--- src/rtl/mem_port_arbiter.sv ---
`default_nettype none
// ============================================================================
// Module   : mem_port_arbiter
// Purpose  : Shares one single-ported, fixed-latency unified memory between
//            the instruction-fetch (I) port and the data (D) port. Arbitrates
//            with a bounded data-streak rule, sequences each multi-cycle
//            access, formats byte/half loads and stores, and produces per-port
//            stall signals for the hazard logic.
// Ports    : Clk, Reset            - clock (rising edge), async active-high reset
//            I_Req/I_Addr          - fetch request and word byte address
//            I_Ack/I_RData/I_Stall - fetch completion pulse, fetched word, stall
//            D_RReq/D_WReq         - load / store request (store wins if both)
//            D_Addr/D_WData        - data byte address, store data
//            D_RWidth/D_WWidth     - 0=word, 1=half, 2=byte, 3=illegal
//            D_Ack/D_RData/D_Stall - data completion pulse, load result, stall
//            Misalign              - pulses with D_Ack when an access was dropped
//            M_En/M_WE/M_ByteEn    - memory enable, write strobe, lane enables
//            M_Addr/M_WData        - word-aligned address, lane-replicated data
//            M_RData               - memory read word
// Revision : 1.0 - initial release
// ============================================================================
module mem_port_arbiter #(
    parameter int MEM_LATENCY     = 2,
    parameter int MAX_DATA_STREAK = 4
) (
    input  logic        Clk,
    input  logic        Reset,
    input  logic        I_Req,
    input  logic [31:0] I_Addr,
    output logic        I_Ack,
    output logic [31:0] I_RData,
    output logic        I_Stall,
    input  logic        D_RReq,
    input  logic        D_WReq,
    input  logic [31:0] D_Addr,
    input  logic [31:0] D_WData,
    input  logic [1:0]  D_RWidth,
    input  logic [1:0]  D_WWidth,
    output logic        D_Ack,
    output logic [31:0] D_RData,
    output logic        D_Stall,
    output logic        Misalign,
    output logic        M_En,
    output logic        M_WE,
    output logic [3:0]  M_ByteEn,
    output logic [31:0] M_Addr,
    output logic [31:0] M_WData,
    input  logic [31:0] M_RData
);

    localparam int              c_SW         = $clog2(MAX_DATA_STREAK + 1);
    localparam logic [c_SW-1:0] c_STREAK_MAX = c_SW'(MAX_DATA_STREAK);
    localparam logic [1:0]      c_LAT_INIT   = 2'(MEM_LATENCY - 1);

    localparam logic [1:0] c_W_WORD = 2'd0;
    localparam logic [1:0] c_W_HALF = 2'd1;
    localparam logic [1:0] c_W_BYTE = 2'd2;

    typedef enum logic [1:0] {
        ST_IDLE = 2'd0,
        ST_BUSY = 2'd1,
        ST_RESP = 2'd2
    } state_t;

    state_t            r_state;
    state_t            w_next_state;
    logic [1:0]        r_cnt;
    logic [c_SW-1:0]   r_streak;
    logic              r_owner_d;     // 1: data port owns the access
    logic [31:0]       r_addr;
    logic [31:0]       r_wdata;
    logic [1:0]        r_width;
    logic              r_rw;          // 1: store
    logic              r_misalign;
    logic [31:0]       r_i_rdata;
    logic [31:0]       r_d_rdata;

    logic              w_d_req;
    logic              w_grant_d;
    logic              w_grant_i;
    logic [1:0]        w_d_width;
    logic              w_d_illegal;
    logic [3:0]        w_lane_en;
    logic [31:0]       w_wdata_rep;
    logic [7:0]        w_byte;
    logic [15:0]       w_half;
    logic [31:0]       w_load;

    // ------------------------------------------------------------------
    // Arbitration: data wins unless it has monopolised the memory for
    // MAX_DATA_STREAK grants while a fetch was waiting.
    // ------------------------------------------------------------------
    assign w_d_req   = D_RReq | D_WReq;
    assign w_grant_d = (r_state == ST_IDLE) && w_d_req &&
                       ((r_streak < c_STREAK_MAX) || !I_Req);
    assign w_grant_i = (r_state == ST_IDLE) && !w_grant_d && I_Req;

    // A simultaneous load+store request is treated as a store.
    assign w_d_width = D_WReq ? D_WWidth : D_RWidth;

    always_comb begin
        w_d_illegal = 1'b0;
        case (w_d_width)
            c_W_WORD: w_d_illegal = (D_Addr[1:0] != 2'b00);
            c_W_HALF: w_d_illegal = D_Addr[0];
            c_W_BYTE: w_d_illegal = 1'b0;
            default:  w_d_illegal = 1'b1;
        endcase
    end

    // ------------------------------------------------------------------
    // Lane steering from the latched access
    // ------------------------------------------------------------------
    always_comb begin
        w_lane_en   = 4'b0000;
        w_wdata_rep = r_wdata;
        case (r_width)
            c_W_WORD: w_lane_en = 4'b1111;
            c_W_HALF: begin
                w_lane_en   = r_addr[1] ? 4'b1100 : 4'b0011;
                w_wdata_rep = {2{r_wdata[15:0]}};
            end
            c_W_BYTE: begin
                w_lane_en   = 4'b0001 << r_addr[1:0];
                w_wdata_rep = {4{r_wdata[7:0]}};
            end
            default: w_lane_en = 4'b0000;
        endcase
    end

    always_comb begin
        case (r_addr[1:0])
            2'd0:    w_byte = M_RData[7:0];
            2'd1:    w_byte = M_RData[15:8];
            2'd2:    w_byte = M_RData[23:16];
            default: w_byte = M_RData[31:24];
        endcase
        w_half = r_addr[1] ? M_RData[31:16] : M_RData[15:0];
        case (r_width)
            c_W_HALF: w_load = {{16{w_half[15]}}, w_half};
            c_W_BYTE: w_load = {{24{w_byte[7]}}, w_byte};
            default:  w_load = M_RData;
        endcase
    end

    // ------------------------------------------------------------------
    // FSM state register
    // ------------------------------------------------------------------
    always_ff @(posedge Clk or posedge Reset) begin
        if (Reset) begin
            r_state <= ST_IDLE;
        end else begin
            r_state <= w_next_state;
        end
    end

    // ------------------------------------------------------------------
    // FSM next state and outputs
    // ------------------------------------------------------------------
    always_comb begin
        w_next_state = r_state;
        M_En         = 1'b0;
        M_WE         = 1'b0;
        M_ByteEn     = 4'b0000;
        M_Addr       = 32'd0;
        M_WData      = 32'd0;
        I_Ack        = 1'b0;
        D_Ack        = 1'b0;
        Misalign     = 1'b0;
        case (r_state)
            ST_IDLE: begin
                if (w_grant_d) begin
                    // Dropped accesses skip the memory and answer next cycle.
                    w_next_state = w_d_illegal ? ST_RESP : ST_BUSY;
                end else if (w_grant_i) begin
                    w_next_state = ST_BUSY;
                end
            end
            ST_BUSY: begin
                M_En     = 1'b1;
                M_ByteEn = w_lane_en;
                M_Addr   = {r_addr[31:2], 2'b00};
                M_WData  = w_wdata_rep;
                // Write strobe only in the last cycle so the memory commits once.
                M_WE     = r_rw && (r_cnt == 2'd0);
                if (r_cnt == 2'd0) begin
                    w_next_state = ST_RESP;
                end
            end
            ST_RESP: begin
                I_Ack        = !r_owner_d;
                D_Ack        = r_owner_d;
                Misalign     = r_owner_d && r_misalign;
                w_next_state = ST_IDLE;
            end
            default: w_next_state = ST_IDLE;
        endcase
    end

    assign I_Stall = I_Req & ~I_Ack;
    assign D_Stall = w_d_req & ~D_Ack;
    assign I_RData = r_i_rdata;
    assign D_RData = r_d_rdata;

    // ------------------------------------------------------------------
    // Access latching, latency counter, streak counter, read data
    // ------------------------------------------------------------------
    always_ff @(posedge Clk or posedge Reset) begin
        if (Reset) begin
            r_cnt      <= 2'd0;
            r_streak   <= '0;
            r_owner_d  <= 1'b0;
            r_addr     <= 32'd0;
            r_wdata    <= 32'd0;
            r_width    <= 2'd0;
            r_rw       <= 1'b0;
            r_misalign <= 1'b0;
            r_i_rdata  <= 32'd0;
            r_d_rdata  <= 32'd0;
        end else begin
            case (r_state)
                ST_IDLE: begin
                    if (w_grant_d) begin
                        r_owner_d  <= 1'b1;
                        r_addr     <= D_Addr;
                        r_wdata    <= D_WData;
                        r_width    <= w_d_width;
                        r_rw       <= D_WReq;
                        r_misalign <= w_d_illegal;
                        r_cnt      <= c_LAT_INIT;
                        if (w_d_illegal) begin
                            r_d_rdata <= 32'd0;
                        end
                        if (I_Req) begin
                            if (r_streak != c_STREAK_MAX) begin
                                r_streak <= r_streak + 1'b1;
                            end
                        end else begin
                            r_streak <= '0;
                        end
                    end else if (w_grant_i) begin
                        r_owner_d  <= 1'b0;
                        r_addr     <= I_Addr;
                        r_wdata    <= 32'd0;
                        r_width    <= c_W_WORD;
                        r_rw       <= 1'b0;
                        r_misalign <= 1'b0;
                        r_cnt      <= c_LAT_INIT;
                        r_streak   <= '0;
                    end
                end
                ST_BUSY: begin
                    if (r_cnt != 2'd0) begin
                        r_cnt <= r_cnt - 2'd1;
                    end else if (!r_rw) begin
                        if (r_owner_d) begin
                            r_d_rdata <= w_load;
                        end else begin
                            r_i_rdata <= w_load;
                        end
                    end
                end
                default: begin
                end
            endcase
        end
    end

endmodule
`default_nettype wire

--- config.mk ---
export PLATFORM = sky130hd
export DESIGN_NAME = mem_port_arbiter
export DESIGN_NICKNAME = d
export VERILOG_FILES = /design/src/rtl/mem_port_arbiter.sv
export SDC_FILE = /design/constraint.sdc
export NUM_CORES = 1
export LEC_CHECK = 0
export BUFFER_PORTS_ARGS = -buffer_cell sky130_fd_sc_hd__buf_2
export CAP_MARGIN = 0
export CORE_UTILIZATION = 53
export CTS_CLUSTER_DIAMETER = 200
export DETAILED_ROUTE_END_ITERATION = 10
export GPL_TIMING_DRIVEN = 0
export PLACE_DENSITY = 0.87
export SYNTH_ARGS = -nofsm -noshare
export SYNTH_HDL_FRONTEND = slang
export SYNTH_SLANG_ARGS = --single-unit
--- constraint.sdc ---
create_clock -name Clk -period 5.9 [get_ports Clk]
set_input_delay 0.295 -clock Clk [delete_from_list [all_inputs] [get_ports Clk]]
set_output_delay 0.295 -clock Clk [all_outputs]
set_load 0.1 [all_outputs]
==> results.py, run 1 <==
metrics = {
    "setup_path": {
        "cp_common_cell": "buf_2",
        "required_ns": 5.61,
        "cp-start-kind": "flop",
        "slowest_stage": "buf_2",
        "critical_path_class": "flop to output port",
        "crit_chain": "inv_1, ha_1, buf_2, buf_1, buf_2, nor2_1, a211oi_1, buf_2",
        "slowest_delay_ns": 0.50,
        "worstPathArrival_ns": 3.23,
        "path_max_fanout": 10,
        "end_kind": "output port",
    },
    "yosys": {
        "synth-main-ff-cell": "dfrtp_1",
        "synthAdderAreaFrac_pct": 1.25,
        "synth_area_mm2": 0.00702,
        "async_flop_share_pct": 100,
        "yosysWarnings": 0,
        "synth-edff-count": 0,
        "synth_xor_area_share_pct": 0,
        "ys_ff_latch": 140,
        "synthCells": 723,
        "synthMuxAreaShare_pct": 6.15,
        "seq_area_frac_synth_pct": 49.9,
        "synth.distinct_cells": 50,
        "yosys.area_share.simple_pct": 16.5,
        "synth_top_family_by_area": "compound AO/OA/AOI/OAI gates",
        "synth_compound_area_share_pct": 22.0,
        "synth_area_per_cell_um2": 9.71,
    },
    "finish": {
        "final_cell_mix": "buf_2, dfrtp_1, nand2_1",
        "antenna_cells": 0,
        "final_nets": 1160,
        "areaGrowthSynthToFinish_pct": 32.1,
        "drive_above_1_share_pct": 32.9,
        "final_core_util_pct": 72.6,
        "final_common_cell": "buf_2",
    },
    "floorplanning": {
        "rows": 41,
        "dieArea_mm2": 0.0137,
        "core_mm2": 0.0128,
        "die_h_um": 117,
        "start_util_pct": 55.0,
        "die_x_um": 117,
        "io_pins": 276,
    },
    "routing": {
        "drtAntennaViolNets": 0,
        "routed-via-count": 6802,
        "wl_um": 21300,
        "drc": 0,
        "via_per_inst": 5.66,
        "wire_per_inst_um": 17.8,
        "drt_iter0_drc": 488,
        "drt-pass1-iter-count": 5,
    },
    "sta": {
        "layout_setup_ws_ns": 2.38,
        "grt_setup_unrepaired": "false",
        "max_freq_mhz": 284,
        "slew_viol_final": 0,
        "slew_headroom_pct": 54.3,
        "finalSetupViolCount": 0,
        "fin_setup_tns_ns": 0,
        "hold_violations": 0,
        "finalWorstPathRequiredPeriod_ns": 3.52,
        "timing.hold.ws_ns": 0.0808,
        "fin_skew_ns": 0.00483,
        "fin_crit_sh_pct": 59.7,
        "worst_pin_slew_ns": 0.682,
    },
    "clock_tree": {
        "cts_resized": 0,
        "cts_setup_buffers": 0,
        "cts.sinks": 140,
        "clock_latency_ns": 0.43,
        "cts_buffers": 17,
        "clk_pin_slew_ns": 0.06,
        "h-tree-depth": 4,
        "cts_tree": "done",
        "cts_root_buf": "clkbuf_16",
        "ctsHoldBuffers": 1,
        "clock_path_buffers": 2,
    },
    "global_routing": {
        "use_met2_pct": 52.9,
        "met3_usage_pct": 7.26,
        "grt_overflow": 0,
        "antenna_found_initial": 0,
        "met1_usage_pct": 39.2,
        "track_usage_pct": 32.0,
        "grt_max_degree": 73,
        "grt_pass1_wl_um": 32700,
        "busiest_layer": "met2",
        "grt_pass1_vias": 6453,
    },
    "placed_design": {
        "post-place-ws_ns": 2.92,
        "gp_congestion": 0.896,
        "portBuffers": 271,
        "hpwl_um": 16000,
    },
    "status": {
        "run_status": "completed",
    },
    "run": {
        "drv_cap": 0,
    },
    "min_path": {
        "hp-class": "input port to flop",
    },
}
## stage by stage
| step | cell area, µm² | instances |
|---|---|---|
| after floorplan | 7020 | 724 |
| after global placement | 8600 | 1167 |
| after detailed placement | 8630 | 1168 |
| after CTS | 9270 | 1201 |
| after global routing | 9270 | 1201 |
| final | 9270 | 1201 |
## worst paths after layout
check / start / endpoint / cells past startpoint / slack [ns]
max: r_width[0] / M_WData[31] / 8 / 2.38
min: D_WData[29] / r_wdata[29] / 2 / 0.08
max reg2reg: r_width[0] / D_RData[25] / 7 / 3.50
min reg2reg: r_addr[7] / r_addr[7] / 2 / 0.47
max in group asynchronous: Reset / r_wdata[18] / 4 / 4.63
min in group asynchronous: Reset / I_RData[15] / 3 / 0.51
## cell families (layout without fill, tap and decap cells)
logic type	count (synthesis)	count (layout)
compound gates	225	225
fa+ha+maj	7	7
buf+inv	66	371
flops	140	140
mux	43	43
other cells	1	2
simple gates	241	241
## Yosys cell counts (2+ instances only)
master | count | area (µm²)
a22o_1 | 33 | 289
o2bb2ai_1 | 33 | 289
o21a_1 | 3 | 22.5
nand2_1 | 80 | 300
inv_1 | 11 | 41.3
a21oi_1 | 23 | 115
a211oi_1 | 13 | 97.6
buf_4 | 4 | 30.0
and2_1 | 41 | 257
nor2_1 | 70 | 263
nand2b_1 | 8 | 50.1
o22ai_1 | 2 | 12.5
clkbuf_1 | 27 | 101
buf_2 | 15 | 75.1
nand3_1 | 7 | 35.0
a21boi_0 | 8 | 60.1
nand2_2 | 3 | 18.8
o21ai_0 | 78 | 390
clkbuf_2 | 2 | 10.0
nor3_1 | 4 | 20.0
o32a_1 | 7 | 70.1
a22oi_1 | 15 | 113
o21ai_1 | 2 | 10.0
nor2b_1 | 18 | 113
mux2i_1 | 42 | 420
buf_1 | 5 | 18.8
dfrtp_1 | 140 | 3500
ha_1 | 7 | 87.6
## layout make-up
| cell class | count | area, µm² |
|---|---|---|
| sequential | 140 | 3500 |
| fill | 977 | 3500 |
| multi-input combinational | 518 | 3230 |
| timing repair buffer | 273 | 1390 |
| clock buffer | 21 | 470 |
| buffer | 54 | 246 |
| tap | 172 | 215 |
| clock inverter | 11 | 165 |
| inverter | 12 | 50.0 |
## per-layer routing
| metal | up-vias | wire (µm) | part of all wire [%] |
|---|---|---|---|
| met4 | 0 | 723 | 3.4 |
| met1 | 3258 | 8630 | 40 |
| met3 | 61 | 1590 | 7.4 |
| li1 | 3135 | - | - |
| met5 | - | 0 | 0 |
| met2 | 348 | 10400 | 49 |
## flip-flops by register name, summed over array words and instances (netlist names)
register,flops
r_cnt,2
r_wdata,32
r_streak,3
r_misalign,1
r_state,2
r_addr,32
r_rw,1
r_owner_d,1
r_width,2
I_RData,32
D_RData,32
## worst max-delay path, delay by kind of cell (launching register included)
| family | cells | cell delay, ns |
|---|---|---|
| flops | 1 | 0.42 |
| compound gates | 1 | 0.35 |
| fa+ha+maj | 1 | 0.34 |
| buf+inv | 5 | 1.63 |
| simple gates | 1 | 0.07 |
Power of run 1 is not shown: default switching activity piles up to over one toggle a cycle in this logic, so the estimate is an artifact.
==> run 2: changes to the inputs <==
Settings changed: ABC_AREA from default to 1, CORE_UTILIZATION 53 to 50, PLACE_DENSITY 0.87 to 0.82.
Clock period 5.9 ns to 3.69 ns, I/O delays scaled along.
==> run 2 against run 1 <==
Against the previous run:
- worst hold slack got worse by 0.069 ns
- register-to-register slack got worse by 2.1 ns
- synthesized area rose by 2.3%
- global-route usage rose by 3.1 points
- design area rose by 4.9%
- non-clock buffer count rose by 35
- cell count rose by 24%
- first-iteration DRC count rose by 31%
==> results.py, run 2 <==
metrics = {
    "min_path": {
        "hp-class": "input port to flop",
    },
    "setup_path": {
        "critical_path_class": "flop to output port",
        "path_max_fanout": 10,
        "required_ns": 3.51,
        "worstPathArrival_ns": 2.87,
        "end_kind": "output port",
        "cp-start-kind": "flop",
    },
    "yosys": {
        "synth-main-ff-cell": "dfrtp_1",
        "synth_top_family_by_area": "simple AND/OR/NAND/NOR gates",
        "synth-edff-count": 0,
        "synth_common_cells": "nand2_1, dfrtp_1, nor2_1, inv_1, o21ai_0",
        "synth.distinct_cells": 31,
        "synthMuxAreaShare_pct": 0,
        "synth_area_mm2": 0.00718,
        "async_flop_share_pct": 100,
        "synthCells": 965,
        "yosysTopAreaCell": "dfrtp_1",
        "synth_compound_area_share_pct": 13.8,
        "synth_area_per_cell_um2": 7.44,
        "ys_ff_latch": 140,
        "yosys.area_share.simple_pct": 27.5,
        "synth_area_leaders": "dfrtp_1, nand2_1, o21ai_0",
        "synth_top_area_share_pct": 48.8,
        "synthAdderAreaFrac_pct": 1.22,
        "yosysWarnings": 0,
        "seq_area_frac_synth_pct": 48.8,
        "synth_xor_area_share_pct": 0,
        "synth.most_common_cell": "nand2_1",
    },
    "routing": {
        "drtAntennaViolNets": 0,
        "drc": 0,
        "wl_um": 25000,
        "drt-met1-wl_um": 9930,
        "drt_iter0_drc": 640,
        "dr_wl_met3_um": 2010,
        "via_per_inst": 5.47,
        "highest_layer": "met4",
        "drt-pass1-iter-count": 6,
        "routed-wl-met2_um": 11900,
        "wire_per_inst_um": 16.9,
        "routed-via-count": 8119,
    },
    "sta": {
        "worst_pin_slew_ns": 0.816,
        "layout_setup_ws_ns": 0.631,
        "grt_setup_unrepaired": "false",
        "finalSetupViolCount": 0,
        "slew_viol_final": 0,
        "fin_skew_ns": 0.00786,
        "finalWorstPathRequiredPeriod_ns": 3.06,
        "max_freq_mhz": 327,
        "fin_setup_tns_ns": 0,
        "fin_crit_sh_pct": 82.9,
        "timing.hold.ws_ns": 0.0122,
        "hold_violations": 0,
        "slew_headroom_pct": 45.5,
    },
    "status": {
        "run_status": "completed",
    },
    "floorplanning": {
        "core_mm2": 0.0139,
        "die_h_um": 122,
        "dieArea_mm2": 0.0148,
        "io_pins": 276,
        "die_x_um": 122,
        "rows": 43,
        "start_util_pct": 51.5,
    },
    "placed_design": {
        "gp_congestion": 0.976,
        "hpwl_um": 18300,
        "post-place-ws_ns": 1.15,
        "portBuffers": 273,
    },
    "finish": {
        "final_common_cell": "nand2_1",
        "final_core_util_pct": 69.8,
        "areaGrowthSynthToFinish_pct": 35.4,
        "final_nets": 1435,
        "final_cell_mix": "nand2_1, buf_2, dfrtp_1",
        "final-seq-area_mm2": 0.00350,
        "multi_input_area_mm2": 0.00306,
        "drive_above_1_share_pct": 27.1,
        "fill_cells": 1136,
    },
    "global_routing": {
        "antenna_found_initial": 1,
        "track_usage_pct": 35.1,
        "grt_pass1_vias": 7694,
        "grt_overflow": 0,
        "grt_max_degree": 43,
        "grt_pass1_wl_um": 39300,
    },
    "clock_tree": {
        "clock_latency_ns": 0.43,
        "cts.sinks": 140,
        "clock_path_buffers": 2,
        "cts_buffers": 17,
        "cts_root_buf": "clkbuf_16",
        "clk_pin_slew_ns": 0.06,
        "cts_tree": "done",
        "h-tree-depth": 4,
        "cts_setup_buffers": 0,
    },
    "run": {
        "drv_cap": 0,
    },
}
-- run 2: cell count changes after synthesis, moves of 18 or more --
cell and delta:
nand2_1 +212, o2bb2ai_1 -33, and2_1 -41, a22o_1 -33
nand3_1 +57, inv_1 +84, mux2i_1 -42, o22ai_1 +41
nor2_1 +33, nor2b_1 -18
-- run 2: what timing repair did --
| item | CTS | global route |
|---|---|---|
| resized for setup | 0 | 0 |
| hold buffers | 30 | 0 |
| endpoints found under the hold margin | 60 | 0 |
-- run 2: final cells by class --
class / instances / area share [%]
multi-input combinational: 670 / 31.4
sequential: 140 / 36.0
tap: 180 / 2.32
clock buffer: 21 / 4.73
timing repair buffer: 306 / 17.8
inverter: 100 / 3.90
buffer: 56 / 2.57
clock inverter: 11 / 1.22
antenna: 1 / 0.0257
-- run 2: logic make-up after synthesis --
kind of cell | count (synthesis)
and+or+nand+nor | 482
AOI/OAI and AO/OA | 179
buffers and inverters | 156
DFF | 140
adders and majority gates | 7
other | 1
-- run 2: final timing paths --
path | endpoint | slack (ns) | depth (start not counted) | start
hold reg to reg | I_RData[7] | 0.48 | 2 | I_RData[7]
setup reg to reg | I_RData[2] | 1.44 | 7 | r_width[0]
setup / recovery | M_WData[14] | 0.63 | 7 | r_width[0]
max in group asynchronous | r_rw | 2.35 | 5 | Reset
hold / removal | r_wdata[14] | 0.01 | 3 | D_WData[14]
min in group asynchronous | I_RData[27] | 0.46 | 3 | Reset
-- run 2: metrics by stage --
stage                     std cells  area (µm²)
after floorplan                 966        7190
after global placement         1419        8780
after detailed placement       1422        8840
after CTS                      1484        9720
after global routing           1485        9720
final                          1485        9720
-- run 2: metal layers --
layer	up-vias	GRT usage (%)
met4	0	20.8
met2	495	56.1
met1	3780	44.1
met3	99	6.93
met5	-	0
li1	3745	-
-- run 2: worst max-delay path, stage by stage, from the launching register on --
cell and delay (ns):
dfrtp_1 0.38, inv_1 0.11, ha_1 0.40, inv_1 0.18, clkbuf_1 0.38, o21ai_0 0.28
a21oi_1 0.26, buf_2 0.47
Power of run 2 is left out for the same reason.
==> run 3: changes to the inputs <==
Settings changed: ABC_AREA 1 to 0, CORE_UTILIZATION 50 to 49, PLACE_DENSITY 0.82 to 0.81.
Clock period 3.69 ns to 3.1 ns, I/O delays scaled along.
==> run 3 against run 2 <==
Against the previous run:
- sequential share of layout area is 0.13 points higher
- wire length down 8.8%
- worst setup slack got worse by 0.56 ns
- critical endpoint is now M_WData[28]
- count of clock-buffer cells in the layout unchanged
- critical path type unchanged
==> results.py, run 3 (synthesis results as in run 1) <==
metrics = {
    "finish": {
        "final_cell_mix": "buf_2, dfrtp_1, nand2_1",
        "final_common_cell": "buf_2",
        "final_area_mm2": 0.00969,
        "final_cells": 1243,
        "drive_above_1_share_pct": 33.5,
        "final_core_util_pct": 69.5,
        "areaGrowthSynthToFinish_pct": 38.0,
        "antenna_cells": 0,
        "final_nets": 1194,
    },
    "setup_path": {
        "end_kind": "output port",
        "rr_endpoint": "I_RData[0]",
        "required_ns": 2.94,
        "regToRegSetupSlack_ns": 0.70,
        "worst-path-stages": 8,
        "slowest_stage": "dfrtp_1",
        "critPathBufInv": 5,
        "slowest_delay_ns": 0.44,
        "cp-startpoint": "r_width[0]",
        "cp_common_cell": "buf_2",
        "rr_worst_depth": 9,
        "worstPathArrival_ns": 2.88,
        "worstSetupEndpoint": "M_WData[28]",
        "crit_chain": "inv_1, ha_1, buf_2, buf_2, buf_2, nor2_1, a211oi_2, clkbuf_4",
        "crit_family": "buffers and inverters",
        "cp-start-kind": "flop",
        "path_max_fanout": 10,
        "critical_path_class": "flop to output port",
        "rr_startpoint": "r_width[0]",
    },
    "global_routing": {
        "met3_usage_pct": 6.74,
        "busiest_layer": "met2",
        "use_met2_pct": 53.3,
        "grt_overflow": 0,
        "grt_pass1_wl_um": 35100,
        "track_usage_pct": 31.5,
        "grt_pass1_vias": 6854,
        "grt_max_degree": 45,
        "met1_usage_pct": 38.0,
        "antenna_found_initial": 0,
    },
    "routing": {
        "wire_per_inst_um": 18.4,
        "wl_um": 22800,
        "routed-via-count": 6992,
        "drt-pass1-iter-count": 5,
        "drc": 0,
        "drtAntennaViolNets": 0,
        "via_per_inst": 5.63,
        "drt_iter0_drc": 536,
    },
    "sta": {
        "finalSetupViolCount": 0,
        "worst_pin_slew_ns": 0.863,
        "max_freq_mhz": 330,
        "fin_crit_sh_pct": 97.8,
        "slew_headroom_pct": 42.4,
        "hold_violations": 0,
        "timing.hold.ws_ns": 0.0148,
        "finalWorstPathRequiredPeriod_ns": 3.03,
        "slew_viol_final": 0,
        "fin_skew_ns": 0.00714,
    },
    "clock_tree": {
        "cts_root_buf": "clkbuf_16",
        "clock_latency_ns": 0.42,
        "cts_setup_buffers": 0,
        "h-tree-depth": 4,
        "cts.sinks": 140,
        "clk_pin_slew_ns": 0.06,
        "cts_tree": "done",
        "cts_buffers": 17,
        "clock_path_buffers": 2,
    },
    "placed_design": {
        "portBuffers": 271,
        "hpwl_um": 16800,
        "dp.cells": 1178,
        "gp_congestion": 0.903,
        "place_area_mm2": 0.00873,
    },
    "floorplanning": {
        "die_x_um": 122,
        "start_util_pct": 50.4,
        "rows": 43,
        "core_mm2": 0.0139,
        "dieArea_mm2": 0.0148,
        "io_pins": 276,
        "die_h_um": 122,
    },
    "run": {
        "drv_cap": 0,
    },
    "status": {
        "run_status": "completed",
    },
    "min_path": {
        "hp-class": "input port to flop",
    },
}
-- run 3: stage by stage --
step                TNS [ns]  setup WS (ns)
floorplan                  0         0.0279
global placement           0          0.217
detailed placement         0          0.196
CTS                        0         0.0331
global route         -0.0413        -0.0237
finish                     0         0.0680
-- run 3: metal layers --
| metal | part of all wire [%] | vias to the layer above | wire, µm |
|---|---|---|---|
| met4 | 4.4 | 0 | 1000 |
| met5 | 0 | - | 0 |
| met1 | 39 | 3276 | 8900 |
| met3 | 7.8 | 84 | 1790 |
| met2 | 49 | 428 | 11100 |
| li1 | - | 3204 | - |
-- run 3: worst reg2reg max path, stage by stage (launching register included) --
cell and delay [ns]:
dfrtp_1 0.44, inv_1 0.09, ha_1 0.34, and2_1 0.17
clkbuf_1 0.16, clkbuf_1 0.27, nand3_1 0.14, o21ai_0 0.10
a211oi_1 0.37, o21ai_0 0.16
-- run 3: worst min-delay path by stage --
stage | from | endpoint | depth (start not counted)
3_3_place_gp | D_WData[2] | r_wdata[2] | 2
5_1_grt | I_Addr[4] | r_addr[4] | 3
4_1_cts | D_Addr[22] | r_addr[22] | 3
6_report | D_Addr[15] | r_addr[15] | 3
3_5_place_dp | Reset | D_RData[13] | 2
2_1_floorplan | D_WData[10] | r_wdata[10] | 1
-- run 3: repair_timing --
item	in CTS	in global routing
gates resized for setup	2	20
setup endpoints to repair	17	24
hold endpoints to repair	68	0
hold buffers	33	0
-- run 3: area by class of cell --
class	instances	area, µm²
plain buffers	54	253
clock buffers	21	470
clock inverters	11	118
fillers	1121	4250
inverters	12	48.8
multi-input cells	518	3280
flip-flops and latches	140	3500
well taps	180	225
repair buffers	307	1790
Power of run 3 is left out for the same reason.
